## src/rtl/vector_gather.sv

```systemverilog
// Purpose: gathers a stream of signed samples into a NumIn-lane vector for a downstream adder tree.
// Latency: vector valid the cycle after its last lane is accepted; one bubble cycle per vector.
// Backpressure: input stalls (in_ready_o low) while a vector is held awaiting vec_ready_i.
// Optional: define VECTOR_GATHER_LAST_EN to let in_last_i close a vector early.
module vector_gather #(
  parameter  int InWidth  = 16,
  parameter  int NumIn    = 9,
  localparam int CntWidth = $clog2(NumIn + 1)
) (
  input  logic                      clk_i,
  input  logic                      rst_i,
  input  logic                      in_valid_i,
  output logic                      in_ready_o,
  input  logic signed [InWidth-1:0] in_data_i,
  input  logic                      in_last_i,
  output logic                      vec_valid_o,
  input  logic                      vec_ready_i,
  output logic signed [InWidth-1:0] vec_o [NumIn],
  output logic [CntWidth-1:0]       vec_count_o
);

  typedef enum logic {
    FILL = 1'b0,
    HOLD = 1'b1
  } state_e;

  localparam logic [CntWidth-1:0] LastIdx = CntWidth'(NumIn - 1);

  state_e                    state_q, state_d;
  logic [CntWidth-1:0]       idx_q, idx_d;
  logic [CntWidth-1:0]       cnt_q, cnt_d;
  logic signed [InWidth-1:0] lane_q [NumIn];
  logic signed [InWidth-1:0] lane_d [NumIn];

  logic accept;
  logic close_now;

  assign accept = in_valid_i & in_ready_o;

`ifdef VECTOR_GATHER_LAST_EN
  // A sample closes the vector if it fills the last lane or is flagged last.
  assign close_now = accept & ((idx_q == LastIdx) | in_last_i);
`else
  // in_last_i is kept on the port for drop-in compatibility but has no effect.
  logic unused_last;
  assign unused_last = in_last_i;
  assign close_now   = accept & (idx_q == LastIdx);
`endif

  // State register: FILL out of reset so the first sample is accepted on release.
  always_ff @(posedge clk_i or posedge rst_i) begin
    if (rst_i) begin
      state_q <= FILL;
    end else begin
      state_q <= state_d;
    end
  end

  // Next-state logic: close on the final lane, release on the downstream handshake.
  always_comb begin
    state_d = state_q;
    case (state_q)
      FILL:    if (close_now)   state_d = HOLD;
      HOLD:    if (vec_ready_i) state_d = FILL;
      default: state_d = FILL;
    endcase
  end

  // Outputs decoded purely from the state register, no combinational paths from inputs.
  always_comb begin
    in_ready_o  = (state_q == FILL);
    vec_valid_o = (state_q == HOLD);
  end

  // Datapath next values: write the indexed lane while filling, clear everything on handshake.
  always_comb begin
    idx_d = idx_q;
    cnt_d = cnt_q;
    for (int i = 0; i < NumIn; i++) begin
      lane_d[i] = lane_q[i];
    end
    if (state_q == FILL) begin
      if (accept) begin
        for (int i = 0; i < NumIn; i++) begin
          if (idx_q == CntWidth'(i)) begin
            lane_d[i] = in_data_i;
          end
        end
        idx_d = idx_q + CntWidth'(1);
        if (close_now) begin
          cnt_d = idx_q + CntWidth'(1);
        end
      end
    end else if (vec_ready_i) begin
      // Clearing lanes here is what keeps unwritten lanes of a short vector at zero.
      idx_d = '0;
      cnt_d = '0;
      for (int i = 0; i < NumIn; i++) begin
        lane_d[i] = '0;
      end
    end
  end

  // Datapath registers: reset discards any partial or pending vector.
  always_ff @(posedge clk_i or posedge rst_i) begin
    if (rst_i) begin
      idx_q <= '0;
      cnt_q <= '0;
      for (int i = 0; i < NumIn; i++) begin
        lane_q[i] <= '0;
      end
    end else begin
      idx_q <= idx_d;
      cnt_q <= cnt_d;
      for (int i = 0; i < NumIn; i++) begin
        lane_q[i] <= lane_d[i];
      end
    end
  end

  // Present the held lanes and their count directly from the registers.
  always_comb begin
    for (int i = 0; i < NumIn; i++) begin
      vec_o[i] = lane_q[i];
    end
    vec_count_o = cnt_q;
  end

endmodule

```

## config.mk

```make
export PLATFORM = sky130hd
export DESIGN_NAME = vector_gather
export DESIGN_NICKNAME = d
export VERILOG_FILES = /design/src/rtl/vector_gather.sv
export SDC_FILE = /design/constraint.sdc
export NUM_CORES = 1
export LEC_CHECK = 0
export ABC_CLOCK_PERIOD_IN_PS = 13050
export BUFFER_PORTS_ARGS = -buffer_cell sky130_fd_sc_hd__buf_4
export CAP_MARGIN = 20
export CELL_PAD_IN_SITES_DETAIL_PLACEMENT = 0
export CELL_PAD_IN_SITES_GLOBAL_PLACEMENT = 1
export CORE_MARGIN = 2
export CORE_UTILIZATION = 43
export CTS_BUF_LIST = sky130_fd_sc_hd__clkbuf_8 sky130_fd_sc_hd__clkbuf_16
export CTS_CLUSTER_SIZE = 30
export DETAILED_ROUTE_END_ITERATION = 12
export PLACE_DENSITY = 0.92
export SYNTH_ARGS = -nofsm -noshare
export SYNTH_HDL_FRONTEND = slang
export SYNTH_SLANG_ARGS = --single-unit
```

## constraint.sdc

```tcl
create_clock -name clk_i -period 13.05 [get_ports clk_i]
set_clock_uncertainty 0.2 [all_clocks]
set_input_delay 0.6525 -clock clk_i [delete_from_list [all_inputs] [get_ports clk_i]]
set_output_delay 0.6525 -clock clk_i [all_outputs]
set_load 0.05 [all_outputs]
```

==> metrics, run 1 <==
Core Area 14640 sq um; RSZ-0062 raised after global routing false; die area 16140 sq um; initial antenna violation count 0; CTS Buffer Depth 2; outcome finished clean; synth top area cells dfrtp_1 (59%), mux2i_1 (10%), nand2_1 (8.7%); total negative slack 0 ns; Clk Tree Root Cell clkbuf_16; Core Rows 44; sequential cell area fraction in the yosys report 58.80%; area growth from synthesis to final layout 27.63%; Post-synth EDFFs 0; total wire length 18590 um; vias per std cell 5.455; min Tclk post-route 3.111 ns; ratio of cells with drive above 1 in the final layout 26.46%; CTS tree built; Post-DP HPWL 12470 um; Crit Path Category flop to flop; global-route wire length before repair 29170 um; CP Cell Sequence inv_1 -> ha_1 -> and4bb_2 -> and2_1 -> o21ai_0; synth unique cells 35; GRT overflow 0; die width 127.1 um; Crit. End Element flop; CP max-delay cell ha_1; Synth top area share 58.80%; relative slew slack 33.93%; Worst-Margin Slew 0.9911 ns; Syn Inst Count 637; Die Ht 127.1 um; Clock transition at path regs 0.06 ns; largest net degree at the start of global routing 86; initial core utilization 44.46%; Synth Cell Area 6511 sq um; GRT Total Usage 23.23%; IO Port Bufs 169; CTS buffer count 17; IO Count 171; commonest non-fill, non-tap cell in the layout buf_4; Synth warnings 0; post-route ant nets 0; Pre-antenna DRT Iters 5; Hold Crit Class input pin to async pin; H-tree depth 4; Synth Register Bits 153; PostCTS Resize Cnt 0; Crit Path Max Fanout 21; syn_nets 662; Primary FF master, synth dfrtp_1; cts hold-fix bufs 0; Post-CTS Repair Setup Buffers 0; routed length per instance 19.09 um; post-synth top area cell dfrtp_1; Worst setup SP type flop; syn_area_per_cell 10.22 sq um; n_diodes 0; Worst path max stage delay 0.67 ns; Slew Viols, Final 0; WP data arrival 3.17 ns; DP Worst Slack 9.897 ns; fmax 0.3214 GHz; placer's final routability congestion estimate 0.7892; CTS sink cnt 153; Clock Latency Late Sink 0.42 ns; drt drc 0; vias in the first global route 5255; most frequent cells in the layout buf_4 (173), dfrtp_1 (153), nand2_1 (151), nand3_1 (81), o21ai_0 (78); Final nets 805; Final WS setup 9.939 ns; final setup vio count 0; DRT iter0 DRCs 467; Final period util 23.84%; DR vias 5313; Final Hold Viols 0; post-synthesis async set-or-reset flop share 100.0%; Worst EP required 13.11 ns; max-cap viol count 0
cell usage after synthesis, types with 2 or more instances:
library cell,count
dfrtp_1,153
nand2_1,151
nand3_1,81
o21ai_0,78
mux2i_1,65
buf_2,22
inv_1,20
clkbuf_1,18
o21ai_1,7
and2_1,4
buf_4,4
buf_6,4
ha_1,4
nand4_1,3
nand3_4,2
o22ai_1,2
cells by family (layout without fill, tap and decap cells):
logic type | count (synthesis) | in the layout | share of synthesized area [%]
AOI/OAI and AO/OA | 90 | 90 | 7.033
xor gates and xnor gates | 2 | 2 | 0.2691
adders and majority gates | 4 | 4 | 0.7687
buffers and inverters | 70 | 223 | 5.169
DFF | 153 | 153 | 58.80
muxes | 65 | 65 | 9.992
and+or+nand+nor | 253 | 253 | 17.97
flip-flops by register name, indices dropped and copies added, names as in the netlist:
register,flops
vec_o,144
idx_q,4
vec_count_o,4
vec_valid_o,1
final cells by class:
| type | instances | area, sq um |
|---|---|---|
| clock buffer | 20 | 466.7 |
| fill | 1256 | 6334 |
| inverter | 20 | 80.08 |
| clock inverter | 9 | 40.04 |
| sequential | 153 | 3829 |
| timing repair buffer | 174 | 1314 |
| multi-input combinational | 414 | 2351 |
| tap | 184 | 230.2 |
layer usage:
metal	up-vias	track usage, %	part of all wire, %
met5	-	0	0
met4	0	6.464	1.2
met3	22	6.742	8.6
met2	244	34.44	46
met1	2640	33.61	44
li1	2407	-	-
per-stage QoR:
step / hold WS [ns] / std cells / utilization [%] / area, sq um
after floorplan: 0.3538 / 637 / - / 6511
after CTS: 0.1741 / 973 / 56.65 / 8295
after detailed placement: 0.2743 / 944 / 53.19 / 7789
after global routing: 0.2129 / 974 / 56.75 / 8310
final: 0.1495 / 974 / 56.75 / 8310
after global placement: 0.2625 / 944 / 53.19 / 7789
final timing paths:
path / from / endpoint / slack (ns) / depth (start not counted)
worst min register to register: vec_count_o[3]$_DFFE_PP0P_ / vec_count_o[3]$_DFFE_PP0P_ / 0.29 / 1
worst min-delay path: rst_i / vec_o[19]$_DFFE_PP0P_ / 0.15 / 2
worst max-delay path: idx_q[0]$_DFFE_PP0P_ / vec_o[11]$_DFFE_PP0P_ / 9.94 / 5
worst max register to register: idx_q[0]$_DFFE_PP0P_ / vec_o[11]$_DFFE_PP0P_ / 9.94 / 5
max in group asynchronous: rst_i / vec_o[14]$_DFFE_PP0P_ / 11.01 / 3
min in group clk_i: vec_ready_i / idx_q[1]$_DFFE_PP0P_ / 0.27 / 2
worst max-delay path, delay by kind of cell (launching register included):
kind	cells	cell delay (ns)
flip-flops	1	0.44
AO/OA/AOI/OAI	1	0.22
buffers and inverters	1	0.14
AND/OR/NAND/NOR	2	1.27
adder cells (fa/ha/maj)	1	0.67
Power of run 1 is left out: the tool's default activity adds up to more than one toggle a clock period on the data nets, which glitch-free logic cannot reach.
==> run 2, diff against run 1 <==
==> config.mk (replaced) <==
export PLATFORM = sky130hd
export DESIGN_NAME = vector_gather
export DESIGN_NICKNAME = d
export VERILOG_FILES = /design/src/rtl/vector_gather.sv
export SDC_FILE = /design/constraint.sdc
export NUM_CORES = 1
export LEC_CHECK = 0
export ABC_AREA = 1
export ABC_CLOCK_PERIOD_IN_PS = 3100
export BUFFER_PORTS_ARGS = -buffer_cell sky130_fd_sc_hd__buf_4
export CAP_MARGIN = 20
export CELL_PAD_IN_SITES_DETAIL_PLACEMENT = 0
export CELL_PAD_IN_SITES_GLOBAL_PLACEMENT = 1
export CORE_MARGIN = 2
export CORE_UTILIZATION = 39
export CTS_BUF_LIST = sky130_fd_sc_hd__clkbuf_8 sky130_fd_sc_hd__clkbuf_16
export CTS_CLUSTER_SIZE = 30
export DETAILED_ROUTE_END_ITERATION = 12
export PLACE_DENSITY = 0.88
export SYNTH_ARGS = -nofsm -noshare
export SYNTH_HDL_FRONTEND = slang
export SYNTH_SLANG_ARGS = --single-unit
==> constraint.sdc (replaced) <==
create_clock -name clk_i -period 3.1 [get_ports clk_i]
set_clock_uncertainty 0.2 [all_clocks]
set_input_delay 0.155 -clock clk_i [delete_from_list [all_inputs] [get_ports clk_i]]
set_output_delay 0.155 -clock clk_i [all_outputs]
set_load 0.05 [all_outputs]
==> run 2 against run 1 <==
Against the previous run: synthesized area fell by 3.8%; utilization fell by 2.8 points; largest cell class unchanged; critical path type unchanged; sequential share of layout area fell by 1.0 points; maximum frequency rose by 42%; die area rose by 5.8%; synthesized cell count rose by 8.2%; critical endpoint is now vec_o[140]$_DFFE_PP0P_.
==> metrics, run 2 <==
min Tclk post-route 2.193 ns; die width 130.7 um; Synth Cell Area 6262 sq um; GRT overflow 0; largest net degree at the start of global routing 85; Final Hold Viols 0; dpl cell area 7695 sq um; Commonest cells post-synth nand2_1 (244), dfrtp_1 (153), nand3_1 (134); vias in the first global route 5157; n_diodes 0; Synth warnings 0; Worst setup SP type flop; RR Startpoint vec_valid_o$_DFF_PP0_; DRT iter0 DRCs 316; initial core utilization 39.71%; Pwr Density 1358 nW/um^2; synth unique cells 21; CTS buffer count 17; Synth top area share 61.14%; VDD IR max 0.7523 mV; syn_nets 714; Primary FF master, synth dfrtp_1; IO Count 171; routed length per instance 17.00 um; total negative slack 0 ns; max reg flops 144; Syn Inst Count 689; Crit Path Max Fanout 21; die area 17090 sq um; H-tree depth 4; placer's final routability congestion estimate 0.7959; Post-CTS Repair Setup Buffers 0; drt drc 0; Final period util 70.74%; Hold Crit Class input pin to async pin; cts hold-fix bufs 19; Filler Cell Count 1497; post-route ant nets 0; post-synth top area cell dfrtp_1; Pre-antenna DRT Iters 4; syn_area_per_cell 9.089 sq um; Crit Path Category flop to flop; post-synthesis async set-or-reset flop share 100.0%; outcome finished clean; Worst-Margin Slew 0.7563 ns; synth top area cells dfrtp_1 (61%), nand2_1 (15%), nand3_1 (11%); initial antenna violation count 0; Clock transition at path regs 0.06 ns; Crit. End Element flop; CP max-delay cell dfrtp_1; total wire length 18630 um; CTS sink cnt 153; DR vias 5354; Core Area 15770 sq um; Synth Register Bits 153; sequential cell area fraction in the yosys report 61.14%; CTS tree built; WP data arrival 2.36 ns; Clk Tree Root Cell clkbuf_16; post-route cell area 8503 sq um; Slew Viols, Final 0; Worst Reg-to-Reg Cells 7; Worst EP required 3.26 ns; Leak 4.702 nW; global-route wire length before repair 28380 um; dpl cells 1045; final setup vio count 0; max-cap viol count 0; Post-synth EDFFs 0; Core Rows 46; vias per std cell 4.885; PostCTS Resize Cnt 0; fmax 0.4560 GHz; Post-DP HPWL 12400 um; RSZ-0062 raised after global routing false; ratio of cells with drive above 1 in the final layout 26.25%; IO Port Bufs 169; most numerous cell in the Yosys netlist nand2_1; register area 3829 sq um; area growth from synthesis to final layout 35.78%; Post-Layout Cell Count 1096; GRT Total Usage 22.28%; most frequent cells in the layout nand2_1 (243), buf_4 (176), dfrtp_1 (153), nand3_1 (134), inv_1 (37); Worst path max stage delay 0.46 ns; CP Cell Sequence inv_2 -> nand2_2 -> nor2_2 -> nand2_2 -> inv_2 -> nand2_1 -> nand2_1; R2R setup slack 0.91 ns; CTS Buffer Depth 2; Final nets 892; RR Endpoint vec_o[140]$_DFFE_PP0P_; commonest non-fill, non-tap cell in the layout nand2_1; relative slew slack 49.58%; Clock Latency Late Sink 0.42 ns; Die Ht 130.7 um; area of the multi-input gates 2078 sq um
==> run 2: kinds of logic (layout without fill, tap and decap cells) <==
group	Yosys count	in the layout	synth area share (%)
and+or+nand+nor	396	396	28.03
adders and majority gates	4	4	0.7992
AOI/OAI and AO/OA	53	53	4.236
DFF	153	153	61.14
buffers and inverters	83	274	5.794
==> run 2: worst max path at each step <==
stage | slack, ns | endpoint | cells after the start | from
floorplan | 0.81 | idx_q[0]$_DFFE_PP0P_ | 1 | rst_i
global placement | 0.95 | vec_o[140]$_DFFE_PP0P_ | 7 | vec_valid_o$_DFF_PP0_
detailed placement | 0.92 | vec_o[140]$_DFFE_PP0P_ | 7 | vec_valid_o$_DFF_PP0_
CTS | 0.91 | vec_o[140]$_DFFE_PP0P_ | 7 | vec_valid_o$_DFF_PP0_
global route | 0.73 | vec_o[133]$_DFFE_PP0P_ | 7 | vec_valid_o$_DFF_PP0_
finish | 0.91 | vec_o[140]$_DFFE_PP0P_ | 7 | vec_valid_o$_DFF_PP0_
==> run 2: final cells by class <==
class,count,share of cell area (%)
well taps,216,3.178
multi-input cells,453,24.44
inverters,46,2.075
repair buffers,196,18.01
clock inverters,13,1.942
flip-flops and latches,153,45.03
clock buffers,19,5.327
==> run 2: through the flow <==
step                      utilization, %  power, W  setup slack, ns  hold WS [ns]
final                              53.92   0.01154           0.9070        0.1828
after global routing               53.92   0.01212           0.7267        0.2343
after CTS                          53.92   0.01161           0.9092        0.1920
after detailed placement           48.79  0.009400           0.9162       0.08006
after global placement             48.79  0.009302           0.9453       0.08489
after floorplan                        -  0.007475           0.8141       0.05145
==> run 2: report_power, final <==
part,switching (W),internal (W)
Combinational,0.00435,0.00160
Sequential,0.000569,0.00285
Clock,0.000854,0.00132
==> run 2: critical path: cells and delay by family (launching register included) <==
family                 cells  cell delay [ns]
flip-flops                 1             0.46
buffers and inverters      2             0.65
AND/OR/NAND/NOR            5             0.81
==> run 2: metal layers <==
| layer | global-route usage [%] | wire (um) | share of wire [%] |
|---|---|---|---|
| met3 | 5.741 | 1163 | 6.2 |
| met4 | 7.071 | 383 | 2.1 |
| met2 | 36.03 | 9150 | 49 |
| met5 | 0 | 0 | 0 |
| met1 | 29.65 | 7934 | 43 |
Note: power is estimated with default switching activity, not from simulation.
==> run 3, diff against run 2 <==
==> config.mk (replaced) <==
export PLATFORM = sky130hd
export DESIGN_NAME = vector_gather
export DESIGN_NICKNAME = d
export VERILOG_FILES = /design/src/rtl/vector_gather.sv
export SDC_FILE = /design/constraint.sdc
export NUM_CORES = 1
export LEC_CHECK = 0
export ABC_AREA = 0
export ABC_CLOCK_PERIOD_IN_PS = 2050
export BUFFER_PORTS_ARGS = -buffer_cell sky130_fd_sc_hd__buf_4
export CAP_MARGIN = 20
export CELL_PAD_IN_SITES_DETAIL_PLACEMENT = 0
export CELL_PAD_IN_SITES_GLOBAL_PLACEMENT = 1
export CORE_MARGIN = 2
export CORE_UTILIZATION = 40
export CTS_BUF_LIST = sky130_fd_sc_hd__clkbuf_8 sky130_fd_sc_hd__clkbuf_16
export CTS_CLUSTER_SIZE = 30
export DETAILED_ROUTE_END_ITERATION = 12
export PLACE_DENSITY = 0.87
export SYNTH_ARGS = -nofsm -noshare
export SYNTH_HDL_FRONTEND = slang
export SYNTH_SLANG_ARGS = --single-unit
==> constraint.sdc (replaced) <==
create_clock -name clk_i -period 2.05 [get_ports clk_i]
set_clock_uncertainty 0.2 [all_clocks]
set_input_delay 0.1025 -clock clk_i [delete_from_list [all_inputs] [get_ports clk_i]]
set_output_delay 0.1025 -clock clk_i [all_outputs]
set_load 0.05 [all_outputs]
==> run 3 against run 2 <==
Against the previous run: flip-flop and latch count stayed put; via count is 1.4% lower; non-clock buffer count is 17 higher; utilization is 1.8 points higher; maximum frequency is 13% higher; largest cell class unchanged.
==> metrics, run 3 (synthesis gave the netlist of run 1 again) <==
PostCTS Resize Cnt 0; DRT iter0 DRCs 362; Crit. End Element flop; Hold WS 0.01248 ns; Crit Path Max Fanout 6; Critical Path Sink idx_q[1]$_DFFE_PP0P_; fmax 0.5167 GHz; Final period util 94.41%; IO Count 171; placer's final routability congestion estimate 0.8034; Clock transition at path regs 0.06 ns; met2 WL post-DR 8171 um; R2R setup slack 0.11 ns; Die Ht 131.6 um; Crit Path Category flop to flop; vias in the first global route 5429; largest net degree at the start of global routing 78; Worst setup SP type flop; die area 17310 sq um; commonest non-fill, non-tap cell in the layout buf_4; CTS tree built; H-tree depth 4; post-route ant nets 0; outcome finished clean; total negative slack 0 ns; Clock Latency Late Sink 0.42 ns; CP max-delay cell dlygate4sd3_1; Crit. Startpoint idx_q[1]$_DFFE_PP0P_; WP data arrival 2.04 ns; CP bufs+invs 2; Hold Crit Class input pin to async pin; relative slew slack 63.35%; met1 WL 8777 um; Core Rows 46; n_diodes 0; Clk Tree Root Cell clkbuf_16; most frequent cells in the layout buf_4 (188), dfrtp_1 (153), nand2_1 (151), nand3_1 (81), o21ai_0 (78); Core Area 15890 sq um; global-route wire length before repair 30350 um; die width 131.6 um; register area 3829 sq um; CP top delay family buffers and inverters; CTS sink cnt 153; IO Port Bufs 169; Worst path max stage delay 0.57 ns; vias per std cell 5.039; max-cap viol count 0; Pre-antenna DRT Iters 4; min Tclk post-route 1.935 ns; total wire length 18540 um; CP Cell Sequence inv_1 -> ha_1 -> mux2i_1 -> o22ai_1 -> dlygate4sd3_1; routed length per instance 17.69 um; ratio of cells with drive above 1 in the final layout 28.25%; stages on the worst setup path 5; metal3 WL 1421 um; Final Hold Viols 0; max reg flops 144; cts hold-fix bufs 20; Worst Reg-to-Reg Cells 5; area of the multi-input gates 2351 sq um; Final nets 844; area growth from synthesis to final layout 36.01%; CTS buffer count 17; Top Metal Used met4; RSZ-0062 raised after global routing false; initial antenna violation count 0; Worst-Margin Slew 0.5498 ns; DR vias 5281; final setup vio count 0; RR Endpoint idx_q[1]$_DFFE_PP0P_; Slew Viols, Final 0; Post-DP HPWL 12390 um; initial core utilization 40.99%; Worst EP required 2.15 ns; CTS Buffer Depth 2; Post-CTS Repair Setup Buffers 0; GRT Total Usage 22.12%; GRT overflow 0; Filler Cell Count 1423; RR Startpoint idx_q[1]$_DFFE_PP0P_; drt drc 0
## run 3: cell types whose count changed in the layout (fill, tap and decap cells not counted), sizes merged, moves of 16 or more
| cell | delta |
|---|---|
| buf | +16 |
| inv | -27 |
| mux2i | +65 |
| nand2 | -95 |
| nand3 | -55 |
| o21ai | +32 |
## run 3: cell type report
class | count | share of cell area [%]
Sequential cell | 153 | 43.23
Inverter | 20 | 0.8901
Multi-Input combinational cell | 414 | 26.55
Clock inverter | 12 | 1.681
Tap cell | 216 | 3.052
Timing Repair Buffer | 213 | 19.33
Clock buffer | 20 | 5.270
## run 3: metal layers
| metal | vias to the layer above | track usage (%) |
|---|---|---|
| li1 | 2491 | - |
| met4 | 0 | 5.435 |
| met3 | 14 | 6.636 |
| met5 | - | 0 |
| met2 | 187 | 32.43 |
| met1 | 2589 | 32.12 |
## run 3: how the worst min path moves through the flow
stage	startpoint	to	slack, ns
floorplan	vec_ready_i	idx_q[1]$_DFFE_PP0P_	-0.008
global placement	rst_i	vec_o[19]$_DFFE_PP0P_	-0.1
detailed placement	rst_i	vec_o[51]$_DFFE_PP0P_	-0.10
CTS	rst_i	vec_o[51]$_DFFE_PP0P_	0.02
global route	rst_i	vec_o[19]$_DFFE_PP0P_	0.03
finish	rst_i	vec_o[51]$_DFFE_PP0P_	0.01
## run 3: per-stage QoR
step | setup WS [ns] | util, % | cell area [sq um] | cells
final | 0.1146 | 55.75 | 8856 | 1048
after global placement | 0.2202 | 50.61 | 8040 | 996
after CTS | 0.1479 | 55.75 | 8856 | 1048
after floorplan | -0.1834 | - | 6515 | 637
after detailed placement | 0.1374 | 50.61 | 8040 | 996
after global routing | 0.005560 | 55.75 | 8856 | 1048
## run 3: worst min-delay path, stage by stage
cell and delay, ns:
dlygate4sd3_1 0.54, buf_4 0.14, clkinvlp_4 0.24
Power of run 3 is left out for the same reason.
